`config.mk`:
```
export PLATFORM = sky130hd
export DESIGN_NAME = sd_dat_engine
export DESIGN_NICKNAME = d
export VERILOG_FILES = /design/src/rtl/sd_dat_engine.sv
export SDC_FILE = /design/constraint.sdc
export NUM_CORES = 1
export LEC_CHECK = 0
export ABC_AREA = 1
export CAP_MARGIN = 20
export CORE_ASPECT_RATIO = 0.75
export CORE_MARGIN = 8
export CORE_UTILIZATION = 62
export DETAILED_ROUTE_END_ITERATION = 10
export PLACE_DENSITY = 0.83
export SLEW_MARGIN = 20
export SYNTH_ARGS = -nofsm -noshare
export SYNTH_HDL_FRONTEND = slang
export SYNTH_SLANG_ARGS = --single-unit
```
`constraint.sdc`:
```
create_clock -name iclk -period 4 [get_ports iclk]
set_input_delay 0.8 -clock iclk [delete_from_list [all_inputs] [get_ports iclk]]
set_output_delay 0.8 -clock iclk [all_outputs]
set_load 0.02 [all_outputs]
```
`src/rtl/sd_dat_engine.sv`:
```
`default_nettype none
// ============================================================================
//  Module   : sd_dat_engine
//  Purpose  : SD data-line engine. Moves one block between the SD D lines
//             and a LANES-wide RAM in read or write mode, with per-lane
//             CRC16, CRC-status token check, busy wait and timeouts.
//  Revision : 1.0 - initial release
// ============================================================================
module sd_dat_engine #(
    parameter int LANES       = 4,
    parameter int BLOCK_BYTES = 512,
    parameter int ADDR_W      = 10,
    parameter int NAC_MAX     = 65535,
    parameter int BUSY_MAX    = 65535
) (
    input  logic              iclk,
    input  logic              irst,
    input  logic              istart,
    input  logic              imode,
    input  logic [LANES-1:0]  idata_sd,
    output logic [LANES-1:0]  odata_sd,
    output logic              odata_oe,
    output logic [ADDR_W-1:0] oaddr,
    input  logic [LANES-1:0]  irdata,
    output logic [LANES-1:0]  owdata,
    output logic              owrite_en,
    output logic              ocrc_fail,
    output logic              otimeout,
    output logic              obusy,
    output logic              odone
);
    localparam int DEPTH   = BLOCK_BYTES * 8 / LANES;
    localparam int MAX_A   = (DEPTH > NAC_MAX) ? DEPTH : NAC_MAX;
    localparam int MAX_B   = (MAX_A > BUSY_MAX) ? MAX_A : BUSY_MAX;
    localparam int CNT_LIM = (MAX_B > 16) ? MAX_B : 16;
    localparam int CNT_W   = $clog2(CNT_LIM + 1);

    localparam logic [CNT_W-1:0] CNT_ONE   = CNT_W'(1);
    localparam logic [CNT_W-1:0] CNT_TWO   = CNT_W'(2);
    localparam logic [CNT_W-1:0] DATA_LAST = CNT_W'(DEPTH - 1);
    localparam logic [CNT_W-1:0] NAC_LAST  = CNT_W'(NAC_MAX - 1);
    localparam logic [CNT_W-1:0] BUSY_LAST = CNT_W'(BUSY_MAX - 1);
    localparam logic [CNT_W-1:0] CRC_LAST  = CNT_W'(15);
    localparam logic [CNT_W-1:0] PRE_LAST  = CNT_W'(1);
    localparam logic [CNT_W-1:0] STAT_LAST = CNT_W'(7);
    localparam logic [CNT_W-1:0] TOK_END   = CNT_W'(3);

    localparam logic [3:0] S_IDLE    = 4'd0;
    localparam logic [3:0] S_R_WAIT  = 4'd1;
    localparam logic [3:0] S_R_DATA  = 4'd2;
    localparam logic [3:0] S_R_CRC   = 4'd3;
    localparam logic [3:0] S_R_END   = 4'd4;
    localparam logic [3:0] S_W_PRE   = 4'd5;
    localparam logic [3:0] S_W_START = 4'd6;
    localparam logic [3:0] S_W_DATA  = 4'd7;
    localparam logic [3:0] S_W_CRC   = 4'd8;
    localparam logic [3:0] S_W_END   = 4'd9;
    localparam logic [3:0] S_W_STAT  = 4'd10;
    localparam logic [3:0] S_W_TOKEN = 4'd11;
    localparam logic [3:0] S_W_BUSY  = 4'd12;
    localparam logic [3:0] S_DONE    = 4'd13;

    logic [3:0]             state;
    logic [CNT_W-1:0]       cnt;
    logic [LANES-1:0][15:0] crc;
    logic [LANES-1:0]       crc_msb;
    logic                   crc_err;
    logic [2:0]             tok;
    // RAM read data delayed one cycle: address k+2 issued in write cycle k
    // returns data one cycle later and is driven on the lines the cycle after.
    logic [LANES-1:0]       wbuf;

    // One serial MSB-first step of CRC16 (x^16+x^12+x^5+1).
    function automatic logic [15:0] crc_step(input logic [15:0] c, input logic b);
        crc_step = {c[14:0], 1'b0} ^ (((b ^ c[15]) == 1'b1) ? 16'h1021 : 16'h0000);
    endfunction

    // Gather the top CRC bit of every lane (transmitted / compared next).
    always_comb begin
        crc_msb = '0;
        for (int l = 0; l < LANES; l++) crc_msb[l] = crc[l][15];
    end

    // Transfer sequencer: state, cycle counter, CRCs and sticky error flags.
    always_ff @(posedge iclk or negedge irst) begin
        if (!irst) begin
            state     <= S_IDLE;
            cnt       <= '0;
            crc       <= '0;
            crc_err   <= 1'b0;
            tok       <= 3'b000;
            wbuf      <= '0;
            ocrc_fail <= 1'b0;
            otimeout  <= 1'b0;
        end else begin
            wbuf <= irdata;
            case (state)
                S_IDLE: if (istart) begin
                    ocrc_fail <= 1'b0;
                    otimeout  <= 1'b0;
                    cnt       <= '0;
                    crc       <= '0;
                    crc_err   <= 1'b0;
                    tok       <= 3'b000;
                    state     <= imode ? S_W_PRE : S_R_WAIT;
                end
                S_R_WAIT: begin
                    if (idata_sd == '0) begin
                        cnt   <= '0;
                        state <= S_R_DATA;
                    end else if (cnt == NAC_LAST) begin
                        otimeout <= 1'b1;
                        state    <= S_DONE;
                    end else begin
                        cnt <= cnt + CNT_ONE;
                    end
                end
                S_R_DATA: begin
                    for (int l = 0; l < LANES; l++) crc[l] <= crc_step(crc[l], idata_sd[l]);
                    if (cnt == DATA_LAST) begin
                        cnt   <= '0;
                        state <= S_R_CRC;
                    end else begin
                        cnt <= cnt + CNT_ONE;
                    end
                end
                S_R_CRC: begin
                    if (|(idata_sd ^ crc_msb)) crc_err <= 1'b1;
                    for (int l = 0; l < LANES; l++) crc[l] <= {crc[l][14:0], 1'b0};
                    if (cnt == CRC_LAST) begin
                        cnt   <= '0;
                        state <= S_R_END;
                    end else begin
                        cnt <= cnt + CNT_ONE;
                    end
                end
                S_R_END: begin
                    if (crc_err || (idata_sd != '1)) ocrc_fail <= 1'b1;
                    state <= S_DONE;
                end
                S_W_PRE: begin
                    if (cnt == PRE_LAST) begin
                        cnt   <= '0;
                        state <= S_W_START;
                    end else begin
                        cnt <= cnt + CNT_ONE;
                    end
                end
                S_W_START: state <= S_W_DATA;
                S_W_DATA: begin
                    for (int l = 0; l < LANES; l++) crc[l] <= crc_step(crc[l], wbuf[l]);
                    if (cnt == DATA_LAST) begin
                        cnt   <= '0;
                        state <= S_W_CRC;
                    end else begin
                        cnt <= cnt + CNT_ONE;
                    end
                end
                S_W_CRC: begin
                    for (int l = 0; l < LANES; l++) crc[l] <= {crc[l][14:0], 1'b0};
                    if (cnt == CRC_LAST) begin
                        cnt   <= '0;
                        state <= S_W_END;
                    end else begin
                        cnt <= cnt + CNT_ONE;
                    end
                end
                S_W_END: begin
                    cnt   <= '0;
                    state <= S_W_STAT;
                end
                S_W_STAT: begin
                    if (!idata_sd[0]) begin
                        cnt   <= '0;
                        state <= S_W_TOKEN;
                    end else if (cnt == STAT_LAST) begin
                        otimeout <= 1'b1;
                        state    <= S_DONE;
                    end else begin
                        cnt <= cnt + CNT_ONE;
                    end
                end
                // Three token bits are shifted in, the fourth cycle is the end bit.
                S_W_TOKEN: begin
                    if (cnt == TOK_END) begin
                        cnt <= '0;
                        if ((tok == 3'b010) && idata_sd[0]) begin
                            state <= S_W_BUSY;
                        end else begin
                            ocrc_fail <= 1'b1;
                            state     <= S_DONE;
                        end
                    end else begin
                        tok <= {tok[1:0], idata_sd[0]};
                        cnt <= cnt + CNT_ONE;
                    end
                end
                S_W_BUSY: begin
                    if (idata_sd[0]) begin
                        state <= S_DONE;
                    end else if (cnt == BUSY_LAST) begin
                        otimeout <= 1'b1;
                        state    <= S_DONE;
                    end else begin
                        cnt <= cnt + CNT_ONE;
                    end
                end
                S_DONE:  state <= S_IDLE;
                default: state <= S_IDLE;
            endcase
        end
    end

    // Line, RAM and output-enable decode from the current state.
    always_comb begin
        odata_sd  = '1;
        odata_oe  = 1'b0;
        oaddr     = '0;
        owdata    = '0;
        owrite_en = 1'b0;
        case (state)
            S_R_DATA: begin
                owdata    = idata_sd;
                owrite_en = 1'b1;
                oaddr     = ADDR_W'(cnt);
            end
            S_W_PRE: odata_oe = 1'b1;
            S_W_START: begin
                odata_oe = 1'b1;
                odata_sd = '0;
                oaddr    = ADDR_W'(1);
            end
            S_W_DATA: begin
                odata_oe = 1'b1;
                odata_sd = wbuf;
                oaddr    = ADDR_W'(cnt + CNT_TWO);
            end
            S_W_CRC: begin
                odata_oe = 1'b1;
                odata_sd = crc_msb;
            end
            S_W_END: odata_oe = 1'b1;
            default: ;
        endcase
    end

    assign obusy = (state != S_IDLE);
    assign odone = (state == S_DONE);

endmodule
`default_nettype wire

```
Word level (Yosys, flattened, before mapping)
Index checks and enable logic that the tools add are counted.
Operators by class
  add/sub/neg operators: 2
  multiply operators: 0
  div/mod/pow operators: 0
  magnitude comparators: 0
  equality and inequality tests: 38
  shift operators: 0
  multiplexer cells: 57
  bitwise logic cells: 17
  reduce and logical (&&, ||, !) cells: 22
Operators with widths (count)
  $pmux 64 s4: 1
  $mux 16: 10
  $pmux 16 s9: 1
  $xor 16x13->16: 8
  $mux 13: 8
  $mux 64: 1
  $mux 4: 13
  $pmux 4 s13: 1
  $ne 2x2->1 const B: 15
  $pmux 10 s3: 1
  $eq 4x4->1 const B: 6
  $add 16x1->16 const B: 1
  $eq 16x1->1 const B: 1
  $eq 16x10->1 const B: 1
  $eq 16x16->1 const B: 1
  $eq 16x2->1 const B: 1
  $eq 16x3->1 const B: 1
  $eq 16x4->1 const B: 1
  $eq 4x3->1 const B: 4
  $mux 1: 13
  $pmux 4 s3: 1
  $reduce_bool 4->1: 3
  $add 10x2->10 const B: 1
  $mux 3: 3
  26 further kinds: 39
Storage, ports and cells
  bits in registers: 94
  latch bits: 0
  RAM bits: 0
  ROM bits: 0
  input bits: 12
  memories kept: 0

Depth between registers and ports, before layout
Gate-level depths: netlist (run 1).
  depth in word-level cells: 5
  gate-level depth with buffers: 13
  mapped depth without buffers: 13

Worst setup path before layout (run 1)
Ideal clock, no wire load.
  kind: register -> output
  from: reg state[3]
  to: out oaddr[6]
  arrival: 1.781 ns
  data required time: 3.200 ns
  slack: 1.419 ns
  cell stages (with the launch flop): 10
  buffers on the path: 2
  cells stage by stage: dfrtp_1 inv_2 nand4_1 buf_4 inv_2 buf_2 o21ai_1 o21ai_0 a21oi_1 nor3_1
On the way
  word-level cells in the longest chain between the ends: 2
  elaborated cells on any way between the ends: 4
  classes of those cells: eq/ne: 3; mux: 1
Ends and longest elaborated chain
  from (decl): RTL line 63  | logic [3:0] state;
  from (signal assigned): RTL line 105  | state <= imode ? S_W_PRE : S_R_WAIT;
  $eq 4x3->1 / $eq 4x2->1 (equally long branches): RTL line 221  | case (state)
  $pmux 10 s3 *: RTL line 221
  to (decl): RTL line 23  | output logic [ADDR_W-1:0] oaddr,
Mark *: on every way between the ends. The rest lies on a longest branch, timed or not.

Worst setup path in the final report (run 1)
Ends and elaborated chain as after synthesis.

==> parameters.txt, run 1 <==
Parameter                              Value

Outcome
  Result of the run    completed

Setup path
  Critical path start-end classification    register to output port
  Required time at the worst-slack endpoint    3.20 ns
  Delay of the slowest cell on the worst path    0.64 ns
  Depth of the most critical reg-to-reg path    10
  CP Buf/Inv Count    4
  Launching element of the worst setup path    state[3]
  Cell with the largest stage delay on the worst path    sky130_fd_sc_hd__clkdlybuf4s50_1
  Worst Setup Start Kind    register
  Gate family responsible for the most delay along the worst path    buffers and inverters
  Most numerous cell on the critical path    sky130_fd_sc_hd__inv_2
  Critical path capture point type    output port
  Source of the worst register-to-register timing path    cnt[0]
  Data arrival time of the critical path    2.68 ns
  Worst-path fanout max    14
  Crit path depth    9
  Crit path cell chain    inv_2 > nand4_1 > buf_4 > inv_2 > o21ai_1 > o21ai_0 > a21oi_1 > nor3_1 > clkdlybuf4s50_1

Floorplan
  Core Region    8934 um^2
  Chip Width    125.8 um
  Y dimension of the die    98.33 um
  Die ar.    12370 um^2
  Starting density of the core    62.72%
  I/O Pins    36
  Row count    30

Drt
  Antenna violation net count after detailed routing    0
  Remaining routing DRC violations    0
  Detailed-route wire length    15700 um
  Number of vias per cell after detailed routing    5.794
  Initial DRC count    571
  Number of vias after detailed routing    5371
  DR pass1 iterations    5
  Wire length per cell after detailed routing    16.94 um

GRT
  Global-route wire length before repair    25540 um
  Residual overflow from global routing    0
  Number of global-route vias before repair    5078
  Tot GR Track Use    25.79%
  Maximum number of pins on one net before global-route repair    54
  Initial antenna violation count    0

Pwr
  Relative contribution of combinational cells to total power    48.1%
  Switching fraction of total power    46.09%
  Power density over the cells    684.1 nW/um^2
  Sequential fraction of design power    32.5%
  Share of power burned in the clock network    19.4%
  Sw power    1994 uW
  P_leak    0.003127 uW
  Power Internal    2333 uW
  Maximum vdd drop    431.9 uV

CTS
  Buffer depth of the longest clock path    2
  Clock-pin slew on the worst setup and hold paths    0.07 ns
  Number of H-tree branching levels    3
  Clock network latency to the later pin of the worst-skew pair    0.35 ns
  Count of clock tree sinks    94
  TritonCTS clock tree    done
  Root buffer cell    sky130_fd_sc_hd__clkbuf_16
  Number of buffers inserted to repair setup after CTS    0
  Clock buffer count from CTS    9
  Post-cts gate resize count    0
  Number of buffers inserted by hold repair at cts    0

Layout
  Share of the core filled with cells    70.80%
  Fraction of final layout cells sized beyond drive strength 1    7.607%
  NumNets Final    826
  Ant diodes    0
  Synth-to-Final Area Change    12.89%

Yosys
  Area share of fa/ha/maj cells after synthesis    0.8933%
  Top_reg_cell synth    sky130_fd_sc_hd__dfrtp_1
  Count of flip-flops with a built-in enable after synthesis    0
  Post-synthesis average cell area    7.192 um^2
  Yosys synthesis warning count    0
  Distinct cell type count of the synthesized netlist    38
  Share of synthesized registers carrying an async set or reset    100.0%
  Synthesized net count    795
  Total standard cell area after synthesis    5603 um^2
  Number of standard cells after synthesis    779
  Flops & latches, synth    94
  Fraction of synthesized cell area in xor and xnor cells    2.188%
  Share of the yosys chip area belonging to registers    41.98%
  Complex-gate fraction of the synthesized area    14.67%
  Synthesized-area fraction occupied by and/or/nand/nor cells    28.74%
  Post-synthesis mux area share    0%
  Largest family of logic cells by synthesized area    simple AND/OR/NAND/NOR gates

STA
  Max-slew violations    0
  Max-slew headroom    61.83%
  Share of the cycle needed by the critical path after routing    86.88%
  Actual slew at the worst max-slew pin    0.5703 ns
  Final WS setup    0.5247 ns
  Worst setup skew after layout    0.007456 ns
  Unrepaired setup endpoints after global routing    no
  Minimum hold slack    0.3901 ns
  Peak clock frequency supported by timing    287.7 MHz
  Setup-failing EPs final    0
  Count of endpoints failing hold in the final timing report    0
  Setup TNS Final    0 ns
  Min Tclk post-route    3.475 ns

Placement
  Estimated wirelength of the detail-placed design    11550 um
  Worst setup slack before clock tree synthesis    0.8115 ns
  Global placer's final weighted congestion    0.9845
  Quantity of I/O buffers inserted on ports    35

Run
  Max_cap viols    0

Min path
  Hold Path Class    primary input to asynchronous set/reset pin
## final cells by class
type	instances	area, um^2
clock buffers	10	229.0
clock inverters	6	57.56
fillers	717	2609
inverters	140	528.0
multi-input cells	523	2605
flip-flops and latches	94	2352
well taps	112	140.1
repair buffers	42	412.9
## cells in the final DEF, fill, tap and decap left out, drive strengths merged
master / instances
or2: 1
clkbuf: 10
buf: 8
nand4: 12
o22ai: 59
nor2: 82
nor3: 9
o31ai: 1
inv: 145
xnor2: 7
a21boi: 1
a21oi: 11
o32ai: 1
and3: 1
o211ai: 4
and2: 1
xor2: 7
o21bai: 2
nand2: 203
dfrtp: 94
nand3: 52
o21a: 1
clkdlybuf4s50: 34
o21ai: 62
clkinv: 1
ha: 4
nor3b: 2
## metal layers
layer / vias to the layer above / track usage [%] / wire [um]
li1: 2576 / - / -
met1: 2527 / 35.72 / 7119
met2: 245 / 39.27 / 6824
met3: 23 / 6.315 / 1555
met4: 0 / 7.373 / 200
met5: - / 0 / 0
## through the flow
step                      instance area, um^2  std cells  power, uW
after floorplan                          5603        779       2886
after global placement                   6038        911       3382
after detailed placement                 6038        911       3444
after CTS                                6325        927       4295
after global routing                     6325        927       4602
final                                    6325        927       4327
## worst paths after layout
path | end | slack, ns
worst max-delay path | oaddr[6] | 0.52
worst min-delay path | crc[42] | 0.39
worst max register to register | cnt[2] | 1.36
worst min register to register | crc[13] | 0.50
max in group asynchronous | cnt[9] | 2.79
min in group iclk | crc[13] | 0.50
## power groups by stage
stage,combinational [uW],sequential (uW),clock (uW)
after detailed placement,2030,1420,0
final,2080,1410,838
after global placement,1980,1400,0
after floorplan,1500,1380,0
after global routing,2290,1430,877
after CTS,2050,1400,846
## cells in the mapped netlist, types with 2 or more instances
library cell               instances  share of area, %
sky130_fd_sc_hd__a21oi_1          11              0.98
sky130_fd_sc_hd__buf_2            13               1.2
sky130_fd_sc_hd__buf_6             2              0.40
sky130_fd_sc_hd__clkbuf_1          6              0.40
sky130_fd_sc_hd__dfrtp_1          94                42
sky130_fd_sc_hd__ha_1              4              0.89
sky130_fd_sc_hd__inv_1           127               8.5
sky130_fd_sc_hd__inv_2            12              0.80
sky130_fd_sc_hd__nand2_1         191                13
sky130_fd_sc_hd__nand2_2           9               1.0
sky130_fd_sc_hd__nand2_4           3              0.60
sky130_fd_sc_hd__nand3_1          52               4.6
sky130_fd_sc_hd__nand4_1          12               1.3
sky130_fd_sc_hd__nor2_1           71               4.8
sky130_fd_sc_hd__nor2_2            7              0.78
sky130_fd_sc_hd__nor2_4            2              0.40
sky130_fd_sc_hd__nor2_8            2              0.71
sky130_fd_sc_hd__nor3_1            7              0.63
sky130_fd_sc_hd__nor3b_1           2              0.27
sky130_fd_sc_hd__o211ai_1          4              0.54
sky130_fd_sc_hd__o21ai_0          45               4.0
sky130_fd_sc_hd__o21ai_1          16               1.4
sky130_fd_sc_hd__o21bai_1          2              0.27
sky130_fd_sc_hd__o22ai_1          59               6.6
sky130_fd_sc_hd__xnor2_1           7               1.1
sky130_fd_sc_hd__xor2_1            7               1.1
## state kept, by name, summed over array words and instances, names as in the netlist
name and flops:
wbuf 4, cnt 16, state 4, tok 3
crc_err 1, otimeout 1, ocrc_fail 1, crc 64
## cells by family after synthesis
group,after synthesis
compound gates,142
xor+xnor,14
fa+ha+maj,4
buf+inv,162
flops,94
simple gates,363
Power figures use the tool's default switching activity.
==> inputs of run 2 (changes only) <==
CORE_MARGIN = 2   (was 8)
==> run 2 against run 1 <==
Non-clock buffer count grew 1. Routed wire length shrank 2.2%. Clock skew shrank 0.0011 ns. Combinational power barely moved. Fmax increased by 2.4%. First-iteration DRC count grew 26%. Power up 2.7%. Register-to-register slack worse by 0.03 ns. Worst hold slack better by 0.093 ns. Final cell count up 0.11%. Sequential power about the same. Clock power grew 15%. Critical path type unchanged. Largest cell class unchanged. Highest routed layer unchanged.
==> parameters.txt, run 2 (synthesis gave the netlist of run 1 again) <==
Parameter                              Value

Layout
  Max FFs per register    64 (unchanged)
  Ant diodes    0 (unchanged)
  NumNets Final    827 (+0.12%)
  Commonest non-fill, non-tap cell in the layout    sky130_fd_sc_hd__nand2_1
  Largest registers in the final layout    crc (64), cnt (16)
  Top register by number of flip-flops    crc
  Fill cell total of the finished layout    719 (+0.28%)
  Synth-to-Final Area Change    13.73%
  Fraction of final layout cells sized beyond drive strength 1    7.843% (+0.24 points)
  Most frequent cells in the layout    sky130_fd_sc_hd__nand2_1 (191), sky130_fd_sc_hd__inv_1 (127), sky130_fd_sc_hd__dfrtp_1 (94)
  Design area    6372 um^2 (+0.75%)

Setup path
  Cell with the largest stage delay on the worst path    sky130_fd_sc_hd__clkdlybuf4s50_1
  CP Buf/Inv Count    4 (unchanged)
  Delay of the slowest cell on the worst path    0.62 ns (-0.02 ns)
  Gate family responsible for the most delay along the worst path    buffers and inverters
  Required time at the worst-slack endpoint    3.20 ns (about the same)
  Crit path cell chain    inv_2 > nand4_1 > buf_4 > inv_2 > o21ai_1 > o21ai_0 > a21oi_1 > nor3_1 > clkdlybuf4s50_1
  Worst Setup Start Kind    register
  Data arrival time of the critical path    2.59 ns (-0.09 ns)
  Critical path capture point type    output port
  Most numerous cell on the critical path    sky130_fd_sc_hd__inv_2
  Critical path start-end classification    register to output port
  Worst-path fanout max    14 (unchanged)

Floorplan
  I/O Pins    36 (unchanged)
  Chip Width    113.8 um (-9.5%)
  Starting density of the core    62.98% (+0.26 points)
  Die ar.    9821 um^2 (-21%)
  Core Region    8896 um^2 (-0.42%)
  Row count    30 (unchanged)
  Y dimension of the die    86.33 um (-12%)

Drt
  Remaining routing DRC violations    0 (unchanged)
  Wire length per cell after detailed routing    16.55 um (-2.3%)
  Initial DRC count    722 (+26%)
  DR pass1 iterations    5 (unchanged)
  Number of vias after detailed routing    5432 (+1.1%)
  Antenna violation net count after detailed routing    0 (unchanged)
  Number of vias per cell after detailed routing    5.853 (+1.0%)
  Detailed-route wire length    15360 um (-2.2%)

Pwr
  Sequential fraction of design power    31.6% (-0.9 points)
  Switching fraction of total power    44.39% (-1.7 points)
  Relative contribution of combinational cells to total power    46.7% (-1.4 points)
  Power density over the cells    697.4 nW/um^2 (+1.9%)
  Overall power consumption    4444 uW (+2.7%)
  Maximum vdd drop    541.2 uV (+25%)
  Sw power    1973 uW (-1.1%)
  Power Internal    2471 uW (+5.9%)
  P_leak    0.003153 uW (+0.84%)
  Share of power burned in the clock network    21.7% (+2.3 points)

STA
  Count of endpoints failing hold in the final timing report    0 (unchanged)
  Max-slew headroom    55.47% (-6.4 points)
  Unrepaired setup endpoints after global routing    no
  Max-slew violations    0 (unchanged)
  Peak clock frequency supported by timing    294.8 MHz (+2.4%)
  Setup TNS Final    0 ns (unchanged)
  Setup-failing EPs final    0 (unchanged)
  Share of the cycle needed by the critical path after routing    84.82% (-2.1 points)
  Actual slew at the worst max-slew pin    0.6679 ns (+0.09757 ns)
  Worst setup skew after layout    0.006322 ns (-0.001134 ns)
  Min Tclk post-route    3.393 ns (-0.08266 ns)

GRT
  Number of global-route vias before repair    5171 (+1.8%)
  Met1 usage    48.38% (+13 points)
  Met2 track demand over resource in global routing    47.47% (+8.2 points)
  Global-route wire length before repair    25210 um (-1.3%)
  Tot GR Track Use    32.98% (+7.2 points)
  Grt met3 use    9.021% (+2.7 points)
  Residual overflow from global routing    0 (unchanged)
  Top Usage Layer GRT    met1
  Maximum number of pins on one net before global-route repair    54 (unchanged)
  Initial antenna violation count    0 (unchanged)

Placement
  Placed inst area    6033 um^2 (about the same)
  Estimated wirelength of the detail-placed design    11090 um (-4.0%)
  Global placer's final weighted congestion    1.025 (+4.1%)
  Quantity of I/O buffers inserted on ports    35 (unchanged)

Min path
  Hold Path Class    primary input to asynchronous set/reset pin

CTS
  Clock-pin slew on the worst setup and hold paths    0.07 ns (about the same)
  Number of buffers inserted to repair setup after CTS    0 (unchanged)
  Number of buffers inserted by hold repair at cts    0 (unchanged)
  Count of clock tree sinks    94 (unchanged)
  Clock network latency to the later pin of the worst-skew pair    0.34 ns (about the same)
  Buffer depth of the longest clock path    2 (unchanged)
  Clock buffer count from CTS    9 (unchanged)
  Number of H-tree branching levels    3 (unchanged)
  Post-cts gate resize count    0 (unchanged)
  Root buffer cell    sky130_fd_sc_hd__clkbuf_16
  TritonCTS clock tree    done

Outcome
  Result of the run    completed

Run
  Max_cap viols    0 (unchanged)
==> run 2: cell types whose count changed in the layout (fill, tap and decap cells not counted) <==
cell | before | now
sky130_fd_sc_hd__buf_4 | 7 | 9
sky130_fd_sc_hd__bufinv_16 | 0 | 2
sky130_fd_sc_hd__clkbuf_8 | 0 | 2
sky130_fd_sc_hd__inv_8 | 2 | 0
sky130_fd_sc_hd__buf_12 | 1 | 0
sky130_fd_sc_hd__clkbuf_1 | 1 | 0
sky130_fd_sc_hd__inv_6 | 3 | 2
==> run 2: power groups by stage <==
stage,combinational [uW],clock [uW],sequential [uW]
floorplan,1500,0,1380
detailed placement,2020,0,1420
finish,2080,964,1400
global route,2270,1020,1430
global placement,1970,0,1400
CTS,2030,976,1400
==> run 2: final timing paths <==
kind | slack, ns | cells past startpoint | endpoint | from
worst max-delay path | 0.61 | 9 | oaddr[6] | state[3]
worst min-delay path | 0.48 | 1 | cnt[1] | irst
worst max register to register | 1.33 | 10 | cnt[4] | cnt[0]
worst min register to register | 0.49 | 2 | crc_err | crc_err
max in group asynchronous | 2.71 | 2 | crc[40] | irst
min in group iclk | 0.49 | 2 | crc_err | crc_err
==> run 2: cell type report <==
type                    count  area [um^2]  share of cell area [%]
inverters                 140        528.0                   8.286
multi-input cells         523         2605                   40.88
clock buffers              11        252.7                   3.966
clock inverters             5        86.33                   1.355
repair buffers             43        407.9                   6.401
well taps                 112        140.1                   2.199
flip-flops and latches     94         2352                   36.91
==> run 2: stage by stage <==
| step | hold slack, ns | instances | worst slack (ns) | utilization [%] |
|---|---|---|---|---|
| 4_1_cts | 0.4930 | 928 | 0.6298 | 71.63 |
| 2_1_floorplan | 0.4538 | 779 | 1.419 | - |
| 5_1_grt | 0.5111 | 928 | 0.3694 | 71.63 |
| 3_3_place_gp | 0.4670 | 912 | 1.012 | 67.82 |
| 3_5_place_dp | 0.4831 | 912 | 0.9951 | 67.82 |
| 6_report | 0.4827 | 928 | 0.6073 | 71.63 |
==> run 2: metal layers <==
| layer | vias up | wire [um] | share of wire [%] |
|---|---|---|---|
| met5 | - | 0 | 0 |
| met4 | 0 | 270 | 1.8 |
| met3 | 33 | 1857 | 12 |
| met2 | 335 | 6523 | 42 |
| met1 | 2495 | 6707 | 44 |
| li1 | 2569 | - | - |
==> inputs of run 3 (changes only) <==
CORE_UTILIZATION = 54   (was 62)
PLACE_DENSITY = 0.77   (was 0.83)
clock period = 3.1 ns   (was 4 ns; I/O delays follow)
==> run 3 against run 2 <==
Die area grew 14%. Global-route usage shrank 4.7 points. Worst hold slack lost 0.19 ns. Final cell count grew 2.9%. Highest routed layer unchanged. Sequential power grew 29%. Sequential share of layout area shrank 0.40 points. Register-to-register slack lost 0.64 ns. Routed wire length shrank 3.5%. Utilization shrank 8.5 points. Critical path depth shrank 4.
==> parameters.txt, run 3 (synthesis gave the netlist of run 1 again) <==
Parameter                              Value

CTS
  Clock-pin slew on the worst setup and hold paths    0.07 ns (about the same)
  Buffer depth of the longest clock path    2 (unchanged)
  Clock network latency to the later pin of the worst-skew pair    0.35 ns (about the same)
  Clock buffer count from CTS    9 (unchanged)
  TritonCTS clock tree    done
  Number of H-tree branching levels    3 (unchanged)
  Number of buffers inserted by hold repair at cts    0 (unchanged)
  Root buffer cell    sky130_fd_sc_hd__clkbuf_16
  Count of clock tree sinks    94 (unchanged)

STA
  Setup TNS Final    0 ns (unchanged)
  Setup-failing EPs final    0 (unchanged)
  Max-slew violations    0 (unchanged)
  Share of the cycle needed by the critical path after routing    94.29%
  Actual slew at the worst max-slew pin    0.5663 ns (-0.1016 ns)
  Max-slew headroom    62.10% (+6.6 points)
  Worst setup skew after layout    0.007531 ns (+0.001208 ns)
  Peak clock frequency supported by timing    342.1 MHz
  Count of endpoints failing hold in the final timing report    0 (unchanged)
  Min Tclk post-route    2.923 ns
  Unrepaired setup endpoints after global routing    no

Floorplan
  I/O Pins    36 (unchanged)
  Chip Width    121.6 um (+6.9%)
  Row count    32 (+6.7%)
  Y dimension of the die    92.22 um (+6.8%)
  Die ar.    11220 um^2 (+14%)
  Starting density of the core    54.88% (-8.1 points)
  Core Region    10210 um^2 (+15%)

Min path
  Hold Path Class    primary input to asynchronous set/reset pin

Setup path
  Required time at the worst-slack endpoint    2.48 ns (-0.72 ns)
  Crit path depth    5 (-4)
  Worst-path fanout max    10 (-4)
  Launching element of the worst setup path    state[3]
  Reg-to-reg critical path endpoint    crc[3]
  Depth of the most critical reg-to-reg path    9 (-1)
  CP Buf/Inv Count    3 (-1)
  Critical path capture point type    output port
  Gate family responsible for the most delay along the worst path    buffers and inverters
  Worst setup slack for register-to-register paths    0.69 ns (-0.64 ns)
  Data arrival time of the critical path    2.30 ns (-0.29 ns)
  Source of the worst register-to-register timing path    state[0]
  Cell with the largest stage delay on the worst path    sky130_fd_sc_hd__clkdlybuf4s50_1
  Crit path cell chain    inv_2 > nand4_1 > buf_4 > o32ai_1 > clkdlybuf4s50_1
  End of the critical path    oaddr[8]
  Worst Setup Start Kind    register
  Delay of the slowest cell on the worst path    0.64 ns (+0.02 ns)
  Critical path start-end classification    register to output port

Outcome
  Result of the run    completed

Layout
  Top register by number of flip-flops    crc
  Fraction of final layout cells sized beyond drive strength 1    8.547% (+0.70 points)
  Largest registers in the final layout    crc (64), cnt (16)
  Ant diodes    0 (unchanged)
  Post-Layout Cell Count    955 (+2.9%)
  NumNets Final    830 (+0.36%)
  Fill cell total of the finished layout    893 (+24%)
  Synth-to-Final Area Change    15.05%
  Commonest non-fill, non-tap cell in the layout    sky130_fd_sc_hd__nand2_1
  Most frequent cells in the layout    sky130_fd_sc_hd__nand2_1 (191), sky130_fd_sc_hd__inv_1 (127), sky130_fd_sc_hd__dfrtp_1 (93)
  Max FFs per register    64 (unchanged)

GRT
  Tot GR Track Use    28.26% (-4.7 points)
  Initial antenna violation count    0 (unchanged)
  Maximum number of pins on one net before global-route repair    95 (+76%)
  Residual overflow from global routing    0 (unchanged)
  Number of global-route vias before repair    4993 (-3.4%)
  Global-route wire length before repair    24720 um (-1.9%)

Placement
  Estimated wirelength of the detail-placed design    10840 um (-2.2%)
  Post-placement cell count    939 (+3.0%)
  Global placer's final weighted congestion    0.9572 (-6.6%)
  Quantity of I/O buffers inserted on ports    35 (unchanged)

Drt
  Antenna violation net count after detailed routing    0 (unchanged)
  Remaining routing DRC violations    0 (unchanged)
  Detailed-route wire length    14830 um (-3.5%)
  DR pass1 iterations    6 (+1)
  Number of vias after detailed routing    5253 (-3.3%)
  Initial DRC count    637 (-12%)
  Wire length per cell after detailed routing    15.53 um (-6.2%)
  Number of vias per cell after detailed routing    5.501 (-6.0%)

Pwr
  P_leak    0.003189 uW (+1.1%)
  Maximum vdd drop    476.8 uV (-12%)
  Power density over the cells    876.2 nW/um^2 (+26%)

Run
  Max_cap viols    0 (unchanged)
-- run 3: through the flow --
stage	utilization [%]	hold slack (ns)	power, uW	setup WS, ns	cell area (um^2)
6_report	63.14	0.2884	5648	0.1770	6446
5_1_grt	63.14	0.3603	6060	0.04498	6446
4_1_cts	62.95	0.3381	5632	0.01546	6427
3_5_place_dp	59.73	0.4886	4438	0.3193	6098
3_3_place_gp	59.73	0.4766	4371	0.3660	6098
2_1_floorplan	-	0.3244	3723	0.6986	5603
-- run 3: layout make-up --
type,count,area (um^2),share of cell area [%]
tap,136,170.2,2.640
clock buffer,9,225.2,3.494
timing repair buffer,46,446.7,6.929
sequential,94,2354,36.51
multi-input combinational,523,2618,40.61
clock inverter,7,102.6,1.592
inverter,140,530.5,8.230
-- run 3: how the worst min path moves through the flow --
stage / from / end
after floorplan: irst / cnt[0]
after global placement: crc_err / crc_err
after detailed placement: crc_err / crc_err
after CTS: irst / crc[41]
after global routing: irst / crc[33]
final: irst / crc[42]
-- run 3: timing repair --
item / CTS / global route
endpoints found under the setup margin: 1 / 6
gates cloned: 0 / 0
pin swaps: 0 / 0
buffers inserted: 0 / 0
gates resized for setup: 2 / 6
-- run 3: layer usage --
| metal | vias up | part of all wire, % | GRT usage [%] |
|---|---|---|---|
| li1 | 2574 | - | - |
| met1 | 2461 | 48 | 43.32 |
| met2 | 200 | 43 | 40.92 |
| met3 | 18 | 7.6 | 5.224 |
| met4 | 0 | 1.3 | 6.992 |
| met5 | - | 0 | 1.923 |
-- run 3: where the power goes --
| group | leakage [uW] | internal [uW] | switching (uW) |
|---|---|---|---|
| logic | 0.00175 | 850 | 1830 |
| registers | 0.00128 | 1610 | 189 |
| clock network | 0.000159 | 653 | 520 |
